$ cat src/rtl/mmc1_serial_writer.sv
// MMC1 CPU-bus write sequencer: buffers parallel register loads in a FIFO and
// replays each one as the mapper's five-write serial protocol (or a single reset write).
`default_nettype none

module mmc1_serial_writer #(
  parameter int FIFO_DEPTH = 4,
  parameter int GAP_CYCLES = 1
) (
  input  logic       M2,
  input  logic       nRES,
  input  logic       REQ_VALID,
  output logic       REQ_READY,
  input  logic       REQ_RESET,
  input  logic [1:0] REQ_REG,
  input  logic [4:0] REQ_DATA,
  output logic       BUSY,
  output logic       DONE,
  output logic       nROMSEL,
  output logic       CPU_RnW,
  output logic       CPU_A14,
  output logic       CPU_A13,
  output logic       CPU_D0,
  output logic       CPU_D7
);

  localparam int AW = (FIFO_DEPTH > 1) ? $clog2(FIFO_DEPTH) : 1;
  localparam int CW = AW + 1;
  localparam int GW = (GAP_CYCLES > 1) ? $clog2(GAP_CYCLES) : 1;
  localparam logic [CW-1:0] FULL_COUNT = CW'(FIFO_DEPTH);
  localparam logic [GW-1:0] GAP_LAST   = GW'(GAP_CYCLES - 1);

  generate
    if (GAP_CYCLES < 1) begin : g_gap_check
      $error("mmc1_serial_writer: GAP_CYCLES must be at least 1");
    end
    if (FIFO_DEPTH < 2 || (FIFO_DEPTH & (FIFO_DEPTH - 1)) != 0) begin : g_depth_check
      $error("mmc1_serial_writer: FIFO_DEPTH must be a power of two, at least 2");
    end
  endgenerate

  typedef enum logic [1:0] {IDLE = 2'd0, WRITE = 2'd1, GAP = 2'd2} state_t;

  state_t        state;
  logic [7:0]    mem [FIFO_DEPTH];  // {reset, reg[1:0], data[4:0]}
  logic [AW-1:0] wr_ptr, rd_ptr;
  logic [CW-1:0] count, count_next;
  logic          push, pop;
  logic [7:0]    head;
  logic          cur_reset;
  logic [4:0]    cur_data;
  logic [2:0]    bitcnt;
  logic [GW-1:0] gap_cnt;
  logic          leave_gap, finish, busy_next;

  assign push = REQ_VALID & REQ_READY;
  assign pop  = (state == IDLE) && (count != '0);
  assign head = mem[rd_ptr];

  always_comb begin
    count_next = count;
    case ({push, pop})
      2'b10:   count_next = count + CW'(1);
      2'b01:   count_next = count - CW'(1);
      default: count_next = count;
    endcase
  end

  assign leave_gap = (state == GAP) && (gap_cnt == GAP_LAST);
  assign finish    = leave_gap && (cur_reset || bitcnt == 3'd4);
  assign busy_next = (count_next != '0) || pop || (state == WRITE) ||
                     (state == GAP && !finish);

  always_ff @(posedge M2) begin
    if (push) mem[wr_ptr] <= {REQ_RESET, REQ_REG, REQ_DATA};
  end

  // Ready comes from the registered count, so a full FIFO refuses even while popping.
  always_ff @(posedge M2 or negedge nRES) begin
    if (!nRES) begin
      wr_ptr    <= '0;
      rd_ptr    <= '0;
      count     <= '0;
      REQ_READY <= 1'b1;
      BUSY      <= 1'b0;
    end else begin
      if (push) wr_ptr <= wr_ptr + AW'(1);
      if (pop)  rd_ptr <= rd_ptr + AW'(1);
      count     <= count_next;
      REQ_READY <= (count_next != FULL_COUNT);
      BUSY      <= busy_next;
    end
  end

  always_ff @(posedge M2 or negedge nRES) begin
    if (!nRES) begin
      state     <= IDLE;
      cur_reset <= 1'b0;
      cur_data  <= '0;
      bitcnt    <= '0;
      gap_cnt   <= '0;
      DONE      <= 1'b0;
      nROMSEL   <= 1'b1;
      CPU_RnW   <= 1'b1;
      CPU_A14   <= 1'b0;
      CPU_A13   <= 1'b0;
      CPU_D0    <= 1'b0;
      CPU_D7    <= 1'b0;
    end else begin
      DONE <= 1'b0;
      case (state)
        IDLE: begin
          if (pop) begin
            cur_reset <= head[7];
            cur_data  <= head[4:0];
            bitcnt    <= '0;
            state     <= WRITE;
            nROMSEL   <= 1'b0;
            CPU_RnW   <= 1'b0;
            CPU_A14   <= head[6];
            CPU_A13   <= head[5];
            CPU_D7    <= head[7];
            CPU_D0    <= head[7] ? 1'b0 : head[0];
          end
        end
        WRITE: begin
          state   <= GAP;
          nROMSEL <= 1'b1;
          CPU_RnW <= 1'b1;
          gap_cnt <= '0;
          DONE    <= cur_reset || (bitcnt == 3'd4);
        end
        GAP: begin
          if (!leave_gap) begin
            gap_cnt <= gap_cnt + GW'(1);
          end else if (finish) begin
            bitcnt <= '0;
            state  <= IDLE;
            // Bus lines only park at zero when nothing else is queued.
            if (count_next == '0) begin
              CPU_A14 <= 1'b0;
              CPU_A13 <= 1'b0;
              CPU_D0  <= 1'b0;
              CPU_D7  <= 1'b0;
            end
          end else begin
            bitcnt  <= bitcnt + 3'd1;
            state   <= WRITE;
            nROMSEL <= 1'b0;
            CPU_RnW <= 1'b0;
            CPU_D0  <= cur_data[bitcnt + 3'd1];
          end
        end
        default: state <= IDLE;
      endcase
    end
  end

endmodule

`default_nettype wire
$ cat config.mk
export PLATFORM = sky130hd
export DESIGN_NAME = mmc1_serial_writer
export DESIGN_NICKNAME = d
export VERILOG_FILES = /design/src/rtl/mmc1_serial_writer.sv
export SDC_FILE = /design/constraint.sdc
export NUM_CORES = 1
export LEC_CHECK = 0
export ABC_AREA = 1
export CAP_MARGIN = 10
export CORE_MARGIN = 2
export CORE_UTILIZATION = 50
export CTS_BUF_LIST = sky130_fd_sc_hd__clkbuf_2
export DETAILED_ROUTE_END_ITERATION = 6
export GPL_ROUTABILITY_DRIVEN = 0
export MAX_ROUTING_LAYER = met4
export PLACE_DENSITY = 0.7
export SYNTH_ARGS = -nofsm -noshare
export SYNTH_HDL_FRONTEND = slang
export SYNTH_SLANG_ARGS = --single-unit
$ cat constraint.sdc
create_clock -name M2 -period 2.8 [get_ports M2]
set_input_delay 0.56 -clock M2 [delete_from_list [all_inputs] [get_ports M2]]
set_output_delay 0.56 -clock M2 [all_outputs]
set_load 0.01 [all_outputs]
==> impl_metrics.tcl <==
set metrics [dict create \
    chipHeight_um 75.3 \
    place.port_buffers 19 \
    grt_pass1_vias 1550 \
    synth_top_cell_area_share 0.378 \
    critical_path_buf_inv_count 2 \
    cts_root_buf "sky130_fd_sc_hd__clkbuf_2" \
    synthesis.instances 243 \
    cp_max_fo 17 \
    grt_remaining_overflow 0 \
    worst_skew_pair.late_latency_ns 0.46 \
    final_design_area_no_fill_mm2 0.00293 \
    filler_cell_count 415 \
    ctsResizeCount 0 \
    drt-vias-per-instance 4.87 \
    initial_utilization 0.528 \
    detail_route.wl_per_cell_um 12.7 \
    critical_path.most_common_cell "sky130_fd_sc_hd__nand2_1" \
    cts_tree "done" \
    timing.max_cap.violations 0 \
    slew_viol_final 0 \
    post-route-util 0.609 \
    post-dp-hpwl_um 3010 \
    cpMaxStageDelayCell "sky130_fd_sc_hd__dfrtp_1" \
    syn2layout_area_growth_pct 15.2 \
    number_of_antenna_violations_at_the_first_check_in_global_routing 0 \
    yosysTopAreaCell "sky130_fd_sc_hd__edfxtp_1" \
    antenna_cells_inserted 0 \
    critical_path_arrival_ns 2.90 \
    synth-seq-area-share 0.644 \
    final_cell_mix "sky130_fd_sc_hd__nand2_1, sky130_fd_sc_hd__nor2_1, sky130_fd_sc_hd__edfxtp_1" \
    synthTopCellsByArea "sky130_fd_sc_hd__edfxtp_1, sky130_fd_sc_hd__dfrtp_1, sky130_fd_sc_hd__nand2_1" \
    post_cts_buffers 0 \
    crit-reg2reg-launch "state[0]$_DFFE_PN0P_" \
    rsz_0062_raised_after_global_routing "no" \
    dpl.cell_count 329 \
    period_needed_ns 2.54 \
    mappedNetlistArea_mm2 0.00254 \
    worst_setup_sp "state[0]$_DFFE_PN0P_" \
    mostFrequentLayoutCell "sky130_fd_sc_hd__nand2_1" \
    detail-route-antenna-nets 0 \
    logic_depth_of_the_worst_path_buffers_included 13 \
    timing.hold.ws_ns 0.440 \
    layout.nets 292 \
    number_of_cell_rows 25 \
    post_route_cells_drive_above_1_share 0.108 \
    clock_sinks 59 \
    worstPathRequired_ns 3.16 \
    worst_setup_hold_path_clk_slew_ns 0.16 \
    syn_area_per_cell_um2 10.5 \
    p_leak_nw 1.25 \
    grt_max_degree 28 \
    yosysWarnings 0 \
    worstHoldPathType "in -> async" \
    ys_dominant_reg_cell "sky130_fd_sc_hd__edfxtp_1" \
    cts-root-to-sink-buffers 2 \
    timing.critical_path.to_type "flop" \
    cts.htree.levels 3 \
    syn-num-nets 262 \
    finish.cell_count_without_fillers 345 \
    worst_ir_drop_vdd_mv 0.568 \
    asyncSetResetFlopFracSynth 0.458 \
    vias 1679 \
    worst_path_dominant_cell_family "simple AND/OR/NAND/NOR gates" \
    grt_first_pass_wirelength_um 7290 \
    setup_viol_count_final 0 \
    dr.first_iter.drc_count 89 \
    critical_path.startpoint_type "flop" \
    cts_hold_buffers 0 \
    timing.final.crit_share 0.906 \
    synth_seq_cells 59 \
    fin_skew_ns 0.0164 \
    critical_path.cell_chain "nor2_1 -> nand2_2 -> inv_2 -> ha_1 -> inv_1 -> fa_1 -> o21ai_0 -> nor2_1 -> nand3_1 -> nand2_1 -> nand2_1 -> nand2_1 -> nand2_1" \
    placement.cell_area_mm2 0.00283 \
    dieArea_mm2 0.00568 \
    post_synth_num_cell_types 24 \
    fin_tns_setup_ns 0 \
    die_width_um 75.3 \
    fmaxAchievable_mhz 394 \
    power_density_mw_per_mm2 1070 \
    worst-r2r-cell-count 13 \
    global_route.usage.total 0.185 \
    worst_tran_pin_value_ns 0.597 \
    slew_headroom 0.602 \
    cts_inserted_buffers 9 \
    r2r_slack_ns 0.26 \
    fp.coreArea_mm2 0.00482 \
    routed_wl_um 4380 \
    design.portCount 20 \
    crit_path_max_incr_delay_ns 0.48 \
    criticalPathCategory "reg -> reg" \
    run_status "complete, no violations" \
    timing_hold_violations_final 0 \
    worst_setup_path_endpoint "CPU_A13$_DFFE_PN0P_" \
    synth_edf_count 32 \
    crit-reg2reg-capture "CPU_A13$_DFFE_PN0P_" \
    drcViolationCount 0 \
    detail_route.first_pass.iterations 4 \
]
worst reg2reg max path: stages (launching register included):
cell and delay (ns):
sky130_fd_sc_hd__dfrtp_1 0.48, sky130_fd_sc_hd__nor2_1 0.15, sky130_fd_sc_hd__nand2_2 0.10, sky130_fd_sc_hd__inv_2 0.27, sky130_fd_sc_hd__ha_1 0.24, sky130_fd_sc_hd__inv_1 0.07, sky130_fd_sc_hd__fa_1 0.47, sky130_fd_sc_hd__o21ai_0 0.11
sky130_fd_sc_hd__nor2_1 0.16, sky130_fd_sc_hd__nand3_1 0.13, sky130_fd_sc_hd__nand2_1 0.08, sky130_fd_sc_hd__nand2_1 0.08, sky130_fd_sc_hd__nand2_1 0.07, sky130_fd_sc_hd__nand2_1 0.04
final cells by class:
cell class	count	area (um^2)	area share
flip-flops and latches	59	1640	0.559
multi-input cells	151	769	0.262
repair buffers	25	235	0.0802
inverters	27	101	0.0346
well taps	67	83.8	0.0286
clock buffers	12	60.1	0.0205
clock inverters	4	42.5	0.0145
registers in the layout, indices dropped and copies added (netlist names), 2 cells and up:
signal    flops
count         3
mem          32
cur_data      5
bitcnt        3
state         2
rd_ptr        2
wr_ptr        2
metrics by stage:
| stage | total power [mW] | worst slack, ns |
|---|---|---|
| after floorplan | 2.28 | 0.545 |
| after global placement | 2.62 | 0.307 |
| after detailed placement | 2.65 | 0.218 |
| after CTS | 3.15 | 0.239 |
| after global routing | 3.41 | 0.0390 |
| final | 3.12 | 0.263 |
worst min-delay path by stage:
stage,endpoint,slack (ns)
after CTS,BUSY$_DFF_PN0_,0.42
after global placement,CPU_RnW$_DFFE_PN1P_,0.47
after detailed placement,CPU_RnW$_DFFE_PN1P_,0.47
after floorplan,BUSY$_DFF_PN0_,0.26
after global routing,cur_data[3]$_DFFE_PN0P_,0.41
final,gap_cnt$_DFFE_PN0P_,0.44
per-layer routing:
| metal | part of all wire | vias to the layer above | track usage |
|---|---|---|---|
| li1 | - | 868 | - |
| met5 | 0 | - | - |
| met1 | 0.47 | 762 | 0.236 |
| met4 | 0.013 | 0 | 0.0585 |
| met2 | 0.47 | 39 | 0.276 |
| met3 | 0.047 | 10 | 0.0701 |
synthesized netlist by cell type, types with 3 or more instances:
| cell | n |
|---|---|
| sky130_fd_sc_hd__edfxtp_1 | 32 |
| sky130_fd_sc_hd__nor3_1 | 3 |
| sky130_fd_sc_hd__buf_2 | 4 |
| sky130_fd_sc_hd__ha_1 | 7 |
| sky130_fd_sc_hd__nor2_1 | 40 |
| sky130_fd_sc_hd__a31oi_1 | 4 |
| sky130_fd_sc_hd__nand2_1 | 46 |
| sky130_fd_sc_hd__nand3_1 | 15 |
| sky130_fd_sc_hd__inv_2 | 4 |
| sky130_fd_sc_hd__o21ai_0 | 20 |
| sky130_fd_sc_hd__dfrtp_1 | 25 |
| sky130_fd_sc_hd__inv_1 | 23 |
power breakdown:
part	switching, mW	total (mW)	internal [mW]
combinational	0.769	1.25	0.478
sequential	0.184	1.37	1.19
clock	0.293	0.504	0.211
kinds of logic (layout without fill, tap and decap cells):
| family | Yosys count | after routing | synth area share |
|---|---|---|---|
| AOI/OAI and AO/OA | 32 | 32 | 0.0747 |
| xor gates and xnor gates | 4 | 4 | 0.0138 |
| adders and majority gates | 8 | 8 | 0.0423 |
| buffers and inverters | 33 | 68 | 0.0536 |
| DFF | 59 | 59 | 0.644 |
| and+or+nand+nor | 107 | 107 | 0.172 |
Note: power is estimated with default switching activity, not from simulation.
